File: src/rtl/canny_pkg.sv
// Shared definitions for the Canny threshold controller: FSM encoding,
// config register map and reset defaults.
package canny_pkg;

    typedef enum logic [1:0] {
        ST_IDLE   = 2'd0,
        ST_RUN    = 2'd1,
        ST_UPDATE = 2'd2
    } state_t;

    localparam logic [1:0] CFG_THRESH = 2'd0;
    localparam logic [1:0] CFG_TARGET = 2'd1;
    localparam logic [1:0] CFG_AUTO   = 2'd2;
    localparam logic [1:0] CFG_RSVD   = 2'd3;

    localparam int DEF_TH_HIGH = 100;
    localparam int DEF_TH_LOW  = 50;
    localparam int DEF_TH_MIN  = 16;
    localparam int DEF_TARGET  = 4000;
    localparam int DEF_STEP    = 4;

    localparam int EDGE_W = 17;

endpackage

File: src/rtl/canny_edge_counter.sv
// Saturating per-frame edge-pixel counter; clear has priority over inc.
module canny_edge_counter #(
    parameter int W = 17
) (
    input  logic         clk,
    input  logic         rst_n,
    input  logic         clear,
    input  logic         inc,
    output logic [W-1:0] count
);

    always_ff @(posedge clk or negedge rst_n) begin
        if (!rst_n)
            count <= '0;
        else if (clear)
            count <= '0;
        else if (inc && count != '1)
            count <= count + W'(1);
    end

endmodule

File: src/rtl/canny_threshold_ctrl.sv
// Frame-synchronous Canny threshold controller: counts edge pixels per frame and
// retunes the hysteresis thresholds (manual or auto) one cycle after each boundary.
module canny_threshold_ctrl
    import canny_pkg::*;
#(
    parameter int IMG_WIDTH    = 320,
    parameter int IMG_HEIGHT   = 240,
    parameter int TH_HIGH_INIT = DEF_TH_HIGH,
    parameter int TH_LOW_INIT  = DEF_TH_LOW,
    parameter int TH_MIN       = DEF_TH_MIN,
    parameter int TARGET_INIT  = DEF_TARGET,
    parameter int STEP_INIT    = DEF_STEP
) (
    input  logic              clk,
    input  logic              rst_n,
    input  logic              vsync,
    input  logic              canny_ready,
    input  logic [7:0]        canny_pixel,
    input  logic              cfg_we,
    input  logic [1:0]        cfg_addr,
    input  logic [15:0]       cfg_wdata,
    output logic              canny_enable,
    output logic [7:0]        threshold_low,
    output logic [7:0]        threshold_high,
    output logic [EDGE_W-1:0] edge_count,
    output logic              frame_done
);

    // A frame cannot hold more edges than pixels, so the counter is sized to the
    // image, capped at the 17-bit output width (which sets the saturation point).
    localparam int PIX   = IMG_WIDTH * IMG_HEIGHT;
    localparam int CNT_W = ($clog2(PIX + 1) > EDGE_W) ? EDGE_W : $clog2(PIX + 1);

    state_t            state;
    logic              vsync_prev;
    logic              boundary, count_en, cnt_clear;
    logic [CNT_W-1:0]  edge_cnt, closing_total;

    logic [7:0]        sh_high, sh_low;
    logic [15:0]       sh_target;
    logic [3:0]        sh_step;
    logic              sh_auto;

    logic [16:0]       tgt17, margin, hi_bound, lo_bound;
    logic [8:0]        up_sum;
    logic [7:0]        high_up, high_dn, nxt_high, nxt_low;

    assign boundary  = vsync_prev & ~vsync;
    assign count_en  = (state == ST_RUN) && canny_ready && (canny_pixel == 8'hFF);
    assign cnt_clear = (state == ST_RUN) && boundary;

    canny_edge_counter #(.W(CNT_W)) u_cnt (
        .clk   (clk),
        .rst_n (rst_n),
        .clear (cnt_clear),
        .inc   (count_en),
        .count (edge_cnt)
    );

    // The counter clears on the boundary, so fold that cycle's edge in here.
    assign closing_total = (count_en && edge_cnt != '1) ? edge_cnt + CNT_W'(1) : edge_cnt;

    always_ff @(posedge clk or negedge rst_n) begin
        if (!rst_n) begin
            sh_high   <= 8'(TH_HIGH_INIT);
            sh_low    <= 8'(TH_LOW_INIT);
            sh_target <= 16'(TARGET_INIT);
            sh_step   <= 4'(STEP_INIT);
            sh_auto   <= 1'b0;
        end else if (cfg_we) begin
            case (cfg_addr)
                CFG_THRESH: {sh_high, sh_low} <= cfg_wdata;
                CFG_TARGET: sh_target <= cfg_wdata;
                CFG_AUTO: begin
                    sh_step <= cfg_wdata[3:0];
                    sh_auto <= cfg_wdata[8];
                end
                CFG_RSVD: ;
                default: ;
            endcase
        end
    end

    assign tgt17    = {1'b0, sh_target};
    assign margin   = tgt17 >> 3;
    assign hi_bound = tgt17 + margin;
    assign lo_bound = (tgt17 > margin) ? tgt17 - margin : '0;
    assign up_sum   = {1'b0, threshold_high} + {5'b0, sh_step};
    assign high_up  = up_sum[8] ? 8'hFF : up_sum[7:0];
    assign high_dn  = ({1'b0, threshold_high} >= {5'b0, sh_step} + 9'(TH_MIN))
                    ? threshold_high - {4'b0, sh_step} : 8'(TH_MIN);

    always_comb begin
        nxt_high = threshold_high;
        nxt_low  = threshold_low;
        if (sh_auto) begin
            if (sh_step != 4'd0) begin
                if (edge_count > hi_bound)
                    nxt_high = high_up;
                else if (edge_count < lo_bound)
                    nxt_high = high_dn;
                nxt_low = nxt_high >> 1;
            end
        end else begin
            nxt_high = sh_high;
            nxt_low  = (sh_low > sh_high) ? sh_high : sh_low;
        end
    end

    always_ff @(posedge clk or negedge rst_n) begin
        if (!rst_n) begin
            state          <= ST_IDLE;
            vsync_prev     <= 1'b1;
            canny_enable   <= 1'b0;
            frame_done     <= 1'b0;
            edge_count     <= '0;
            threshold_high <= 8'(TH_HIGH_INIT);
            threshold_low  <= 8'(TH_LOW_INIT);
        end else begin
            vsync_prev <= vsync;
            frame_done <= 1'b0;
            case (state)
                ST_IDLE: if (boundary) begin
                    state        <= ST_RUN;
                    canny_enable <= 1'b1;
                end
                ST_RUN: if (boundary) begin
                    state      <= ST_UPDATE;
                    edge_count <= EDGE_W'(closing_total);
                end
                ST_UPDATE: begin
                    state          <= ST_RUN;
                    threshold_high <= nxt_high;
                    threshold_low  <= nxt_low;
                    frame_done     <= 1'b1;
                end
                default: begin
                    state        <= ST_IDLE;
                    canny_enable <= 1'b0;
                end
            endcase
        end
    end

endmodule

File: config.mk
export PLATFORM = sky130hd
export DESIGN_NAME = canny_threshold_ctrl
export DESIGN_NICKNAME = d
export VERILOG_FILES = /design/src/rtl/canny_pkg.sv /design/src/rtl/canny_edge_counter.sv /design/src/rtl/canny_threshold_ctrl.sv
export SDC_FILE = /design/constraint.sdc
export NUM_CORES = 1
export LEC_CHECK = 0
export BUFFER_PORTS_ARGS = -buffer_cell sky130_fd_sc_hd__buf_2
export CAP_MARGIN = 0
export CORE_MARGIN = 2
export CORE_UTILIZATION = 23
export DETAILED_ROUTE_END_ITERATION = 6
export GPL_ROUTABILITY_DRIVEN = 0
export SKIP_CTS_REPAIR_TIMING = 1
export SLEW_MARGIN = 20
export SYNTH_ARGS = -nofsm -noshare
export SYNTH_HDL_FRONTEND = slang
export SYNTH_SLANG_ARGS = --single-unit
export TNS_END_PERCENT = 20
File: constraint.sdc
create_clock -name clk -period 10.7 [get_ports clk]
set_input_delay 1.07 -clock clk [delete_from_list [all_inputs] [get_ports clk]]
set_output_delay 1.07 -clock clk [all_outputs]
set_load 0.005 [all_outputs]
======== Word level (Yosys, flattened, before mapping) ========
Index checks and enable logic that the tools add are counted.
operators by class
  $add $sub $neg .......................... 6
  magnitude comparators ................... 5
  equal/unequal tests ..................... 10
  muxes and demuxes ....................... 18
  bitwise operators ....................... 3
  reductions and logical operators ........ 16
operators by type and width
  cell                     count
  $mux W8                  9
  $mux W17                 3
  $add A16 B13 Y17         1
  $add A17 B1 Y17 const B  1
  $gt A17 B17 Y1           1
  $lt A17 B17 Y1           1
  $ne A17 B17 Y1 const B   1
  $sub A16 B13 Y17         1
  $gt A16 B13 Y1           1
  $reduce_and A2 Y1        7
  $add A8 B4 Y9            1
  $eq A8 B8 Y1 const B     1
  $ge A8 B6 Y1             1
  $gt A8 B8 Y1             1
  $sub A8 B4 Y8            1
  $add A4 B5 Y6 const B    1
  $pmux W2 S3              1
  $eq A2 B1 Y1 const B     2
  $eq A2 B2 Y1 const B     2
  $logic_and A1 B1 Y1      4
  $logic_not A2 Y1         2
  $mux W2                  2
  $ne A2 B2 Y1 const B     2
  $reduce_bool A4 Y1       1
  8 further kinds          10
storage, ports and cells
  flip-flop bits (word level) ............. 92
  input bits .............................. 31
  output and inout bits ................... 35
  word-level logic and storage cells ...... 72

======== Logic depth before layout (Yosys ltp) ========
Gate-level depths: netlist of run 1.
  word-level depth ........................ 7
  mapped depth ............................ 19
  depth with buffers taken out ............ 19

======== Cells and area by module ========
From an unflattened synthesis of run 1, not the netlist that was laid out.
unflattened totals
  cell total of the unflattened synthesis .. 810
  area total of the unflattened synthesis .. 7,324.5 µm²
by module, submodules not included
  module                times used  cells each  area an instance (µm²)  seq. area each (µm²)
  canny_threshold_ctrl  1           719         6,452.4                 1,901.8
  canny_edge_counter    1           91          872.1                   425.4

======== Worst setup path after synthesis of run 1 ========
Ideal clock, no wire load.
  kind .................................... register to register
  start point ............................. reg sh_target[0]
  end point ............................... reg threshold_high[4]
  library setup time ...................... 0.119 ns
  arrival time ............................ 4.449 ns
  data required time ...................... 10.581 ns
  setup slack ............................. 6.132 ns
  cell stages (with the launch flop) ...... 20
  path buffers ............................ 0
  period minus slack after synthesis ...... 4.568 ns
  cell sequence ........................... dfrtp_1 > inv_1 > ha_1 > inv_1 > fa_1 > a21o_1 > a21oi_1 > o21ai_0 > a31oi_1 > a21oi_1 > a211oi_1 > mux2_2 > ha_1 > nand4_1 > or4_4 > nor4_2 > a311oi_2 > a31o_1 > a311o_1 > and2_1
between the ends
  word-level cells in the longest chain between the ends .. 7
  elaborated cells on any way between the ends .. 10
  classes of those cells .................. add/sub (2); order compare (3); mux (5)
RTL lines
  item                                                       RTL line                     RTL
  from (decl)                                                canny_threshold_ctrl.sv:40   logic [15:0] sh_target;
  from (signal assigned)                                     canny_threshold_ctrl.sv:67   sh_target <= 16'(TARGET_INIT);
  from (signal assigned)                                     canny_threshold_ctrl.sv:73   CFG_TARGET: sh_target <= cfg_wdata;
  $sub A16 B13 Y17 / $gt A16 B13 Y1 (equally long branches)  canny_threshold_ctrl.sv:87   assign lo_bound = (tgt17 > margin) ? tgt17 - margin : '0;
  $mux W17                                                   canny_threshold_ctrl.sv:87
  $lt A17 B17 Y1                                             canny_threshold_ctrl.sv:100  else if (edge_count < lo_bound)
  $mux W8                                                    canny_threshold_ctrl.sv:100
  $mux W8 *                                                  canny_threshold_ctrl.sv:98   if (edge_count > hi_bound)
  $mux W8 *                                                  canny_threshold_ctrl.sv:97   if (sh_step != 4'd0) begin
  $mux W8 *                                                  canny_threshold_ctrl.sv:96   if (sh_auto) begin
  to (signal assigned)                                       canny_threshold_ctrl.sv:117  threshold_high <= 8'(TH_HIGH_INIT);
  to (signal assigned)                                       canny_threshold_ctrl.sv:133  threshold_high <= nxt_high;
  to (decl)                                                  canny_threshold_ctrl.sv:24   output logic [7:0] threshold_high,
Every way passes the cells marked *; elsewhere a longest branch is shown, timed or not. The select of a mux whose other input is x is not followed.
A chain may end at the register's enable or synchronous reset.

======== Worst setup path in the final report of run 1 ========
  start point ............................. reg sh_target[13]
  end point ............................... reg threshold_high[5]
Same word-level chain as after synthesis.

==> results of run 1 <==
## metal layers
metal	track usage [%]	up-vias
li1	-	2848
met1	15.1	2718
met2	21.0	133
met3	1.74	28
met4	4.92	0
met5	0	-
## layout make-up
type | count | area share [%]
clock buffer | 10 | 2.99
inverter | 58 | 2.72
tap | 390 | 6.11
timing repair buffer | 67 | 4.29
sequential | 92 | 29.1
clock inverter | 6 | 1.17
multi-input combinational | 591 | 53.6
## metrics by stage
step | power [mW] | setup slack [ns] | util, %
after CTS | 1.73 | 5.40 | 27.0
after global routing | 1.85 | 4.95 | 27.0
after global placement | 1.36 | 5.48 | 25.8
final | 1.72 | 5.34 | 27.0
after floorplan | 1.13 | 6.13 | -
after detailed placement | 1.37 | 5.42 | 25.8
## how the worst min path moves through the flow
stage | from | to | cells after the start
floorplan | threshold_low[7] | threshold_low[7] | 2
global placement | threshold_low[7] | threshold_low[7] | 2
detailed placement | threshold_low[2] | threshold_low[2] | 2
CTS | threshold_low[2] | threshold_low[2] | 2
global route | threshold_low[2] | threshold_low[2] | 2
finish | threshold_low[2] | threshold_low[2] | 2
## logic make-up (layout without fill, tap and decap cells)
group	after synthesis	after routing
muxes	40	40
AOI/OAI and AO/OA	183	183
and+or+nand+nor	240	240
DFF	92	92
xor gates and xnor gates	44	44
adders and majority gates	84	84
buffers and inverters	83	141
## worst max-delay path: cells and delay by family (launching register included)
family / cells / cell delay, ns
AOI/OAI and AO/OA: 5 / 1.75
buffers and inverters: 1 / 0.17
and+or+nand+nor: 7 / 1.71
DFF: 1 / 0.53
muxes: 1 / 0.29
adders and majority gates: 2 / 0.79
## state kept, by name, indices dropped and copies added (netlist names)
name / count
sh_target: 16
frame_done: 1
sh_high: 8
threshold_low: 8
vsync_prev: 1
canny_enable: 1
state: 2
u_cnt.count: 17
sh_low: 8
sh_auto: 1
edge_count: 17
threshold_high: 8
sh_step: 4
## layout by cell type, fill, tap and decap left out, drive strengths merged, types with 3 or more instances in the layout
cell type	count
o21ba	3
clkbuf	10
o21bai	3
a31o	3
a211oi	4
o21a	7
dfstp	20
o21ai	58
fa	4
nand4	17
nand3	22
o31ai	7
and3	5
or4	3
nor2b	7
nand2b	12
xor2	16
mux2i	9
nand3b	3
xnor2	28
mux2	31
nor2	61
o311a	4
a21o	11
nor3	19
and2	3
a31oi	6
dfrtp	72
inv	60
o221ai	7
buf	67
a21oi	41
ha	80
nor4	4
nand2	74
o2111ai	4
## report_power, final
group | leakage [nW] | internal, mW | switching (mW) | total, mW
sequential | 1.14 | 0.424 | 0.0802 | 0.504
clock | 0.160 | 0.213 | 0.141 | 0.355
combinational | 2.32 | 0.366 | 0.499 | 0.865
total | 3.62 | 1.00 | 0.720 | 1.72
==> impl_metrics.tcl, run 1 <==
set metrics [dict create \
    avgSynthCellArea_um2 9.04 \
    period_share_pct 50.1 \
    rrSetupSlack_ns 5.34 \
    design_area_um2 7990 \
    endpoint_kind "flop" \
    syn_inst 766 \
    routedWlPerCell_um 15.5 \
    h-tree-depth 3 \
    ys_top_cells_by_count "ha_1 (80), nand2_1 (74), dfrtp_1 (72)" \
    nets 934 \
    worstRegToRegCells 16 \
    synthAdderAreaFrac_pct 15.6 \
    ys.flop_type "dfrtp_1" \
    drc 0 \
    grt_pass1_vias 5672 \
    core-area_um2 29600 \
    antenna_found_initial 0 \
    cts_tree "yes" \
    track_usage_pct 12.1 \
    synth_nets 881 \
    cp.arrival_ns 5.61 \
    cts_made_buffers 9 \
    clockBufferDepth 2 \
    start_util_pct 23.4 \
    cp-start-kind "flop" \
    synth_cell_types 71 \
    hold_viol_final 0 \
    synth_top_area_share_pct 26.0 \
    die_w_um 178 \
    num_vias 5727 \
    crit_fanout 15 \
    m1WireLength_um 8350 \
    crit_type "reg -> reg" \
    nFillCells 3192 \
    setup_violations 0 \
    synthArstFlopShare_pct 100 \
    wl_met3_um 630 \
    die-area_um2 31500 \
    io_pins 66 \
    synth.area.top_cells "dfrtp_1 (26%), ha_1 (14%), dfstp_2 (7.6%)" \
    maxSlewViolCount 0 \
    grt.overflow.total 0 \
    critPathSlowestCell "o21ai_1" \
    ys_ff_latch 92 \
    regArea_um2 2330 \
    timing.rr.end "threshold_high[5]" \
    postRouteAntennaNets 0 \
    fin_worst_skew_ns 0.00660 \
    final_cells 1214 \
    n_antenna_cell 0 \
    synthSimpleGateAreaFrac_pct 16.8 \
    yosysMostFrequentCell "ha_1" \
    hold_class "reg -> reg" \
    clk_pin_slew_ns 0.07 \
    status "finished, final reports clean" \
    rsz0062_at_grt "no" \
    hpwl_um 15100 \
    slew_headroom_pct 35.2 \
    synth_top_family_by_area "compound AO/OA/AOI/OAI gates" \
    synth_xor_area_share_pct 5.56 \
    r2r-start "sh_target[13]" \
    critPathRequiredTime_ns 10.95 \
    synth_compound_area_share_pct 17.4 \
    rows 63 \
    max-cap-violations 0 \
    crit_path_max_incr_delay_ns 0.69 \
    synth_area_um2 6930 \
    multiInputGateArea_um2 4280 \
    endpoint "threshold_high[5]" \
    synth_edf_count 0 \
    clock-sinks 92 \
    wl_um 18800 \
    dpl_cell_area_um2 7660 \
    vdd_ir_drop_max_mv 0.0853 \
    powerDensity_nw_per_um2 216 \
    highest_layer "met4" \
    p_leak_nw 3.62 \
    crit_start "sh_target[13]" \
    timing.hold.ws_ns 0.513 \
    drtIter0Drc 378 \
    areaGrowthSynthToFinish_pct 15.4 \
    met2_length_um 9360 \
    timing.final.crit_period_ns 5.36 \
    worstMarginPinSlew_ns 0.970 \
    seq_area_frac_synth_pct 33.6 \
    tns_ns 0 \
    clk_latency_ns 0.35 \
    die_h_um 178 \
    path_cells "inv_1 > ha_1 > nand3_1 > or2_2 > o21a_1 > o21ai_1 > nand2_1 > mux2_2 > ha_1 > nand4_1 > or4_4 > nor4_2 > a311o_1 > nor3_1 > a311oi_1 > o221ai_1" \
    synth.largest_area_cell "dfrtp_1" \
    grt_pass1_wl_um 29700 \
    cts_root_buffer "clkbuf_16" \
    drive_gt1_share_pct 18.2 \
    synth_warnings 0 \
    dp_cells 1198 \
    first_pass_iters 5 \
    vias_per_cell 4.72 \
    synthMuxAreaShare_pct 6.34 \
    crit_path_frequent_cell "ha_1" \
    clock.fmax_ghz 0.187 \
    portBuffers 65 \
    grt_max_degree 68 \
]
Power figures use the tool's default switching activity.
==> run 2: changes to the inputs <==
Clock period 10.7 ns to 5.5 ns, I/O delays scaled along.
==> impl_metrics.tcl, run 2 (same netlist as run 1, synthesis figures left out) <==
set metrics [dict create \
    vdd_ir_drop_max_mv 0.119 \
    io_pins 66 \
    hold_class "in -> async" \
    crit_fanout 8 \
    die_w_um 178 \
    areaGrowthSynthToFinish_pct 15.2 \
    clock.fmax_ghz 0.194 \
    grt_pass1_vias 5725 \
    critPathRequiredTime_ns 5.72 \
    core-area_um2 29600 \
    die_h_um 178 \
    grt.overflow.total 0 \
    hold_viol_final 0 \
    timing.rr.end "threshold_low[2]" \
    drtIter0Drc 342 \
    path_buf_inv 2 \
    design_area_um2 7980 \
    hpwl_um 15200 \
    timing.final.crit_period_ns 5.15 \
    crit_path_max_incr_delay_ns 0.62 \
    endpoint_kind "flop" \
    routedWlPerCell_um 15.6 \
    rrSetupSlack_ns 0.35 \
    track_usage_pct 12.3 \
    cp.arrival_ns 5.37 \
    layout_commonest_cell "ha_1" \
    pwr-share-comb_pct 52.6 \
    p_seq_share_pct 29.8 \
    wl_um 19000 \
    slew_headroom_pct 34.6 \
    period_share_pct 93.7 \
    r2r-start "sh_target[7]" \
    grt_pass1_wl_um 30300 \
    portBuffers 65 \
    postRouteAntennaNets 0 \
    critPathSlowestCell "o32ai_1" \
    dpl_cell_area_um2 7690 \
    p_leak_nw 3.62 \
    cell_internal_pwr_mw 1.86 \
    grt_max_degree 56 \
    max-cap-violations 0 \
    cts_made_buffers 9 \
    rows 63 \
    crit_path_frequent_cell "nand2_1" \
    powerDensity_nw_per_um2 408 \
    worstMarginPinSlew_ns 0.976 \
    path_cells "inv_1 > ha_1 > nand3_1 > o21ba_2 > o32ai_1 > o21a_1 > o21ai_2 > buf_4 > nand2_1 > ha_1 > a2111oi_2 > nand2_1 > o221a_1 > nor3_1 > nand2_1 > a211oi_1 > o221ai_1" \
    vias_per_cell 4.84 \
    first_pass_iters 5 \
    cts_root_buffer "clkbuf_16" \
    drive_gt1_share_pct 18.9 \
    cp-start-kind "flop" \
    n_antenna_cell 0 \
    p_sw_share_pct 43.0 \
    clk_pin_slew_ns 0.07 \
    worstRegToRegCells 17 \
    fin_worst_skew_ns 0.00659 \
    clockBufferDepth 2 \
    layout_common_cells "ha_1 (80), nand2_1 (74), dfrtp_1 (72)" \
    start_util_pct 23.4 \
    top_regs "edge_count (17), u_cnt.count (17), sh_target (16)" \
    num_vias 5902 \
    cp_top_family "compound AO/OA/AOI/OAI gates" \
    p_switching_mw 1.40 \
    clockPowerShare_pct 17.6 \
    antenna_found_initial 1 \
    maxSlewViolCount 0 \
    clk_latency_ns 0.35 \
    die-area_um2 31500 \
    rsz0062_at_grt "no" \
    status "finished, final reports clean" \
    h-tree-depth 3 \
    setup_violations 0 \
    crit_type "reg -> reg" \
    nets 939 \
    clock-sinks 92 \
    tns_ns 0 \
    cts_tree "yes" \
    drc 0 \
]
run 2: changes by cell type in the layout (fill, tap and decap cells not counted), sizes merged:
cell / before / now
buf: 67 / 72
clkinv: 1 / 4
clkbuf: 10 / 12
inv: 60 / 57
bufinv: 2 / 0
run 2: cell type report:
| cell class | instances | area (µm²) |
|---|---|---|
| timing repair buffer | 72 | 380 |
| fill | 3218 | 21700 |
| sequential | 92 | 2330 |
| clock buffer | 12 | 236 |
| inverter | 58 | 218 |
| tap | 390 | 488 |
| multi-input combinational | 591 | 4310 |
| clock inverter | 4 | 26.3 |
run 2: layer usage:
metal  global-route usage [%]  part of all wire [%]  up-vias
met3                     1.76                   3.5       45
met5                        0                 0.058        -
met2                     20.2                    48      135
met1                     15.3                    44     2863
met4                     7.45                   4.9        2
li1                         -                     -     2857
run 2: through the flow:
stage	power (mW)	util (%)	hold WS (ns)	cells	setup WS, ns
final	3.26	26.9	0.156	1219	0.348
after global routing	3.54	26.9	0.197	1219	0.0198
after CTS	3.25	26.8	0.167	1219	0.125
after detailed placement	2.67	26.0	0.485	1203	0.142
after global placement	2.65	26.0	0.473	1203	0.156
after floorplan	2.19	-	0.254	766	0.932
run 2: power by group through the flow:
stage	Sequential [mW]	Combinational, mW	Clock, mW
floorplan	0.925	1.26	0
global placement	0.980	1.67	0
detailed placement	0.982	1.69	0
CTS	0.971	1.70	0.586
global route	0.993	1.93	0.616
finish	0.972	1.72	0.573
run 2: worst max path at each step:
stage / from / to / cells after the start
finish: sh_target[7] / threshold_low[2] / 17
global route: sh_target[7] / threshold_low[1] / 17
CTS: sh_target[0] / threshold_high[4] / 19
detailed placement: sh_target[0] / threshold_high[4] / 19
global placement: sh_target[0] / threshold_high[4] / 19
floorplan: sh_target[0] / threshold_high[4] / 19
==> run 3: changes to the inputs <==
Settings changed: CELL_PAD_IN_SITES_DETAIL_PLACEMENT from default to 1, CELL_PAD_IN_SITES_GLOBAL_PLACEMENT from default to 1, PLACE_DENSITY_LB_ADDON from default to 0.1.
==> impl_metrics.tcl, run 3 (same netlist as run 1, synthesis figures left out) <==
set metrics [dict create \
    wl_um 24000 \
    clk_latency_ns 0.37 \
    place_ws_ns 0.244 \
    worstMarginPinSlew_ns 1.08 \
    h-tree-depth 3 \
    die_w_um 178 \
    nFillCells 3502 \
    endpoint_kind "flop" \
    vias_per_cell 4.83 \
    top_regs "edge_count (17), u_cnt.count (17), sh_target (16)" \
    die_h_um 178 \
    clock.fmax_ghz 0.196 \
    start_util_pct 23.4 \
    drive_gt1_share_pct 20.2 \
    vdd_ir_drop_max_mv 0.175 \
    clock-sinks 92 \
    drc 0 \
    slew_headroom_pct 27.6 \
    areaGrowthSynthToFinish_pct 17.4 \
    hold_class "in -> async" \
    setup_violations 0 \
    fin_ws_ns 0.406 \
    status "finished, final reports clean" \
    layout_common_cells "ha_1 (80), nand2_1 (74), dfrtp_1 (72)" \
    grt_pass1_vias 6324 \
    crit_type "reg -> reg" \
    fin_worst_skew_ns 0.00807 \
    first_pass_iters 4 \
    timing.hold.ws_ns 0.201 \
    nets 950 \
    p_leak_nw 3.71 \
    hold_viol_final 0 \
    grt_max_degree 53 \
    rsz0062_at_grt "no" \
    routedWlPerCell_um 19.5 \
    cp-start-kind "flop" \
    hpwl_um 19500 \
    n_antenna_cell 0 \
    timing.final.crit_period_ns 5.09 \
    tns_ns 0 \
    period_share_pct 92.6 \
    max-cap-violations 0 \
    multiInputGateArea_um2 4310 \
    portBuffers 65 \
    core-area_um2 29600 \
    maxSlewViolCount 0 \
    antenna_found_initial 0 \
    cts_tree "yes" \
    num_vias 5936 \
    track_usage_pct 15.7 \
    postRouteAntennaNets 0 \
    regArea_um2 2330 \
    die-area_um2 31500 \
    cts_root_buffer "clkbuf_16" \
    grt.overflow.total 0 \
    cp.arrival_ns 5.36 \
    crit_fanout 5 \
    clockBufferDepth 2 \
    clk_pin_slew_ns 0.07 \
    drtIter0Drc 218 \
    layout_commonest_cell "ha_1" \
    critPathRequiredTime_ns 5.76 \
    io_pins 66 \
    grt_pass1_wl_um 37400 \
    cts_made_buffers 9 \
    rows 63 \
    powerDensity_nw_per_um2 434 \
]
-- run 3: changes by cell type in the layout (fill, tap and decap cells not counted), sizes merged --
cell	change
clkbuf	-3
bufinv	+2
inv	+4
buf	+11
clkinvlp	-1
clkinv	-2
-- run 3: worst paths after layout --
check	cells past startpoint	slack, ns	to	startpoint
max in group asynchronous	2	4.17	u_cnt.count[3]	rst_n
min in group clk	1	0.30	vsync_prev	vsync
min reg2reg	2	0.49	threshold_low[7]	threshold_low[7]
min	1	0.20	threshold_high[3]	rst_n
max	18	0.41	threshold_high[4]	sh_target[3]
max reg2reg	18	0.41	threshold_high[4]	sh_target[3]
-- run 3: area by class of cell --
class                           count  share of cell area [%]
Clock buffer                        9                    2.77
Clock inverter                      7                    1.31
Inverter                           58                    2.68
Multi-Input combinational cell    591                    52.9
Sequential cell                    92                    28.6
Tap cell                          390                    6.00
Timing Repair Buffer               83                    5.69
-- run 3: critical path, stage by stage, from the launching register on --
cell and delay (ns):
dfrtp_1 0.43, ha_1 0.21, inv_1 0.06, fa_1 0.40
a21o_1 0.19, a21oi_2 0.21, o21ai_0 0.16, a31oi_1 0.27
a21oi_1 0.16, a211oi_1 0.32, mux2_2 0.37, ha_1 0.30
nand4_1 0.14, or4_4 0.62, nor4_2 0.27, a311oi_2 0.14
a31o_1 0.26, a311o_1 0.33, and2_1 0.15
-- run 3: layer usage --
| layer | vias to the layer above | track usage, % | wire, µm | share of wire (%) |
|---|---|---|---|---|
| li1 | 2867 | - | - | - |
| met1 | 2985 | 21.9 | 12000 | 50 |
| met2 | 63 | 24.7 | 10900 | 46 |
| met3 | 21 | 2.68 | 642 | 2.7 |
| met4 | 0 | 4.51 | 382 | 1.6 |
| met5 | - | 0 | 0 | 0 |
-- run 3: power by group --
| part | switching (mW) | internal (mW) | total (mW) | leakage (nW) |
|---|---|---|---|---|
| registers | 0.166 | 0.825 | 0.991 | 1.14 |
| logic | 1.08 | 0.743 | 1.83 | 2.40 |
| clock network | 0.308 | 0.408 | 0.716 | 0.163 |
-- run 3: per-stage QoR --
step / utilization, % / power, mW / std cells / instance area [µm²]
CTS: 27.3 / 3.58 / 1229 / 8100
global placement: 26.2 / 2.80 / 1213 / 7770
finish: 27.4 / 3.53 / 1230 / 8130
detailed placement: 26.2 / 2.83 / 1213 / 7770
floorplan: - / 2.19 / 766 / 6930
global route: 27.4 / 3.84 / 1230 / 8130
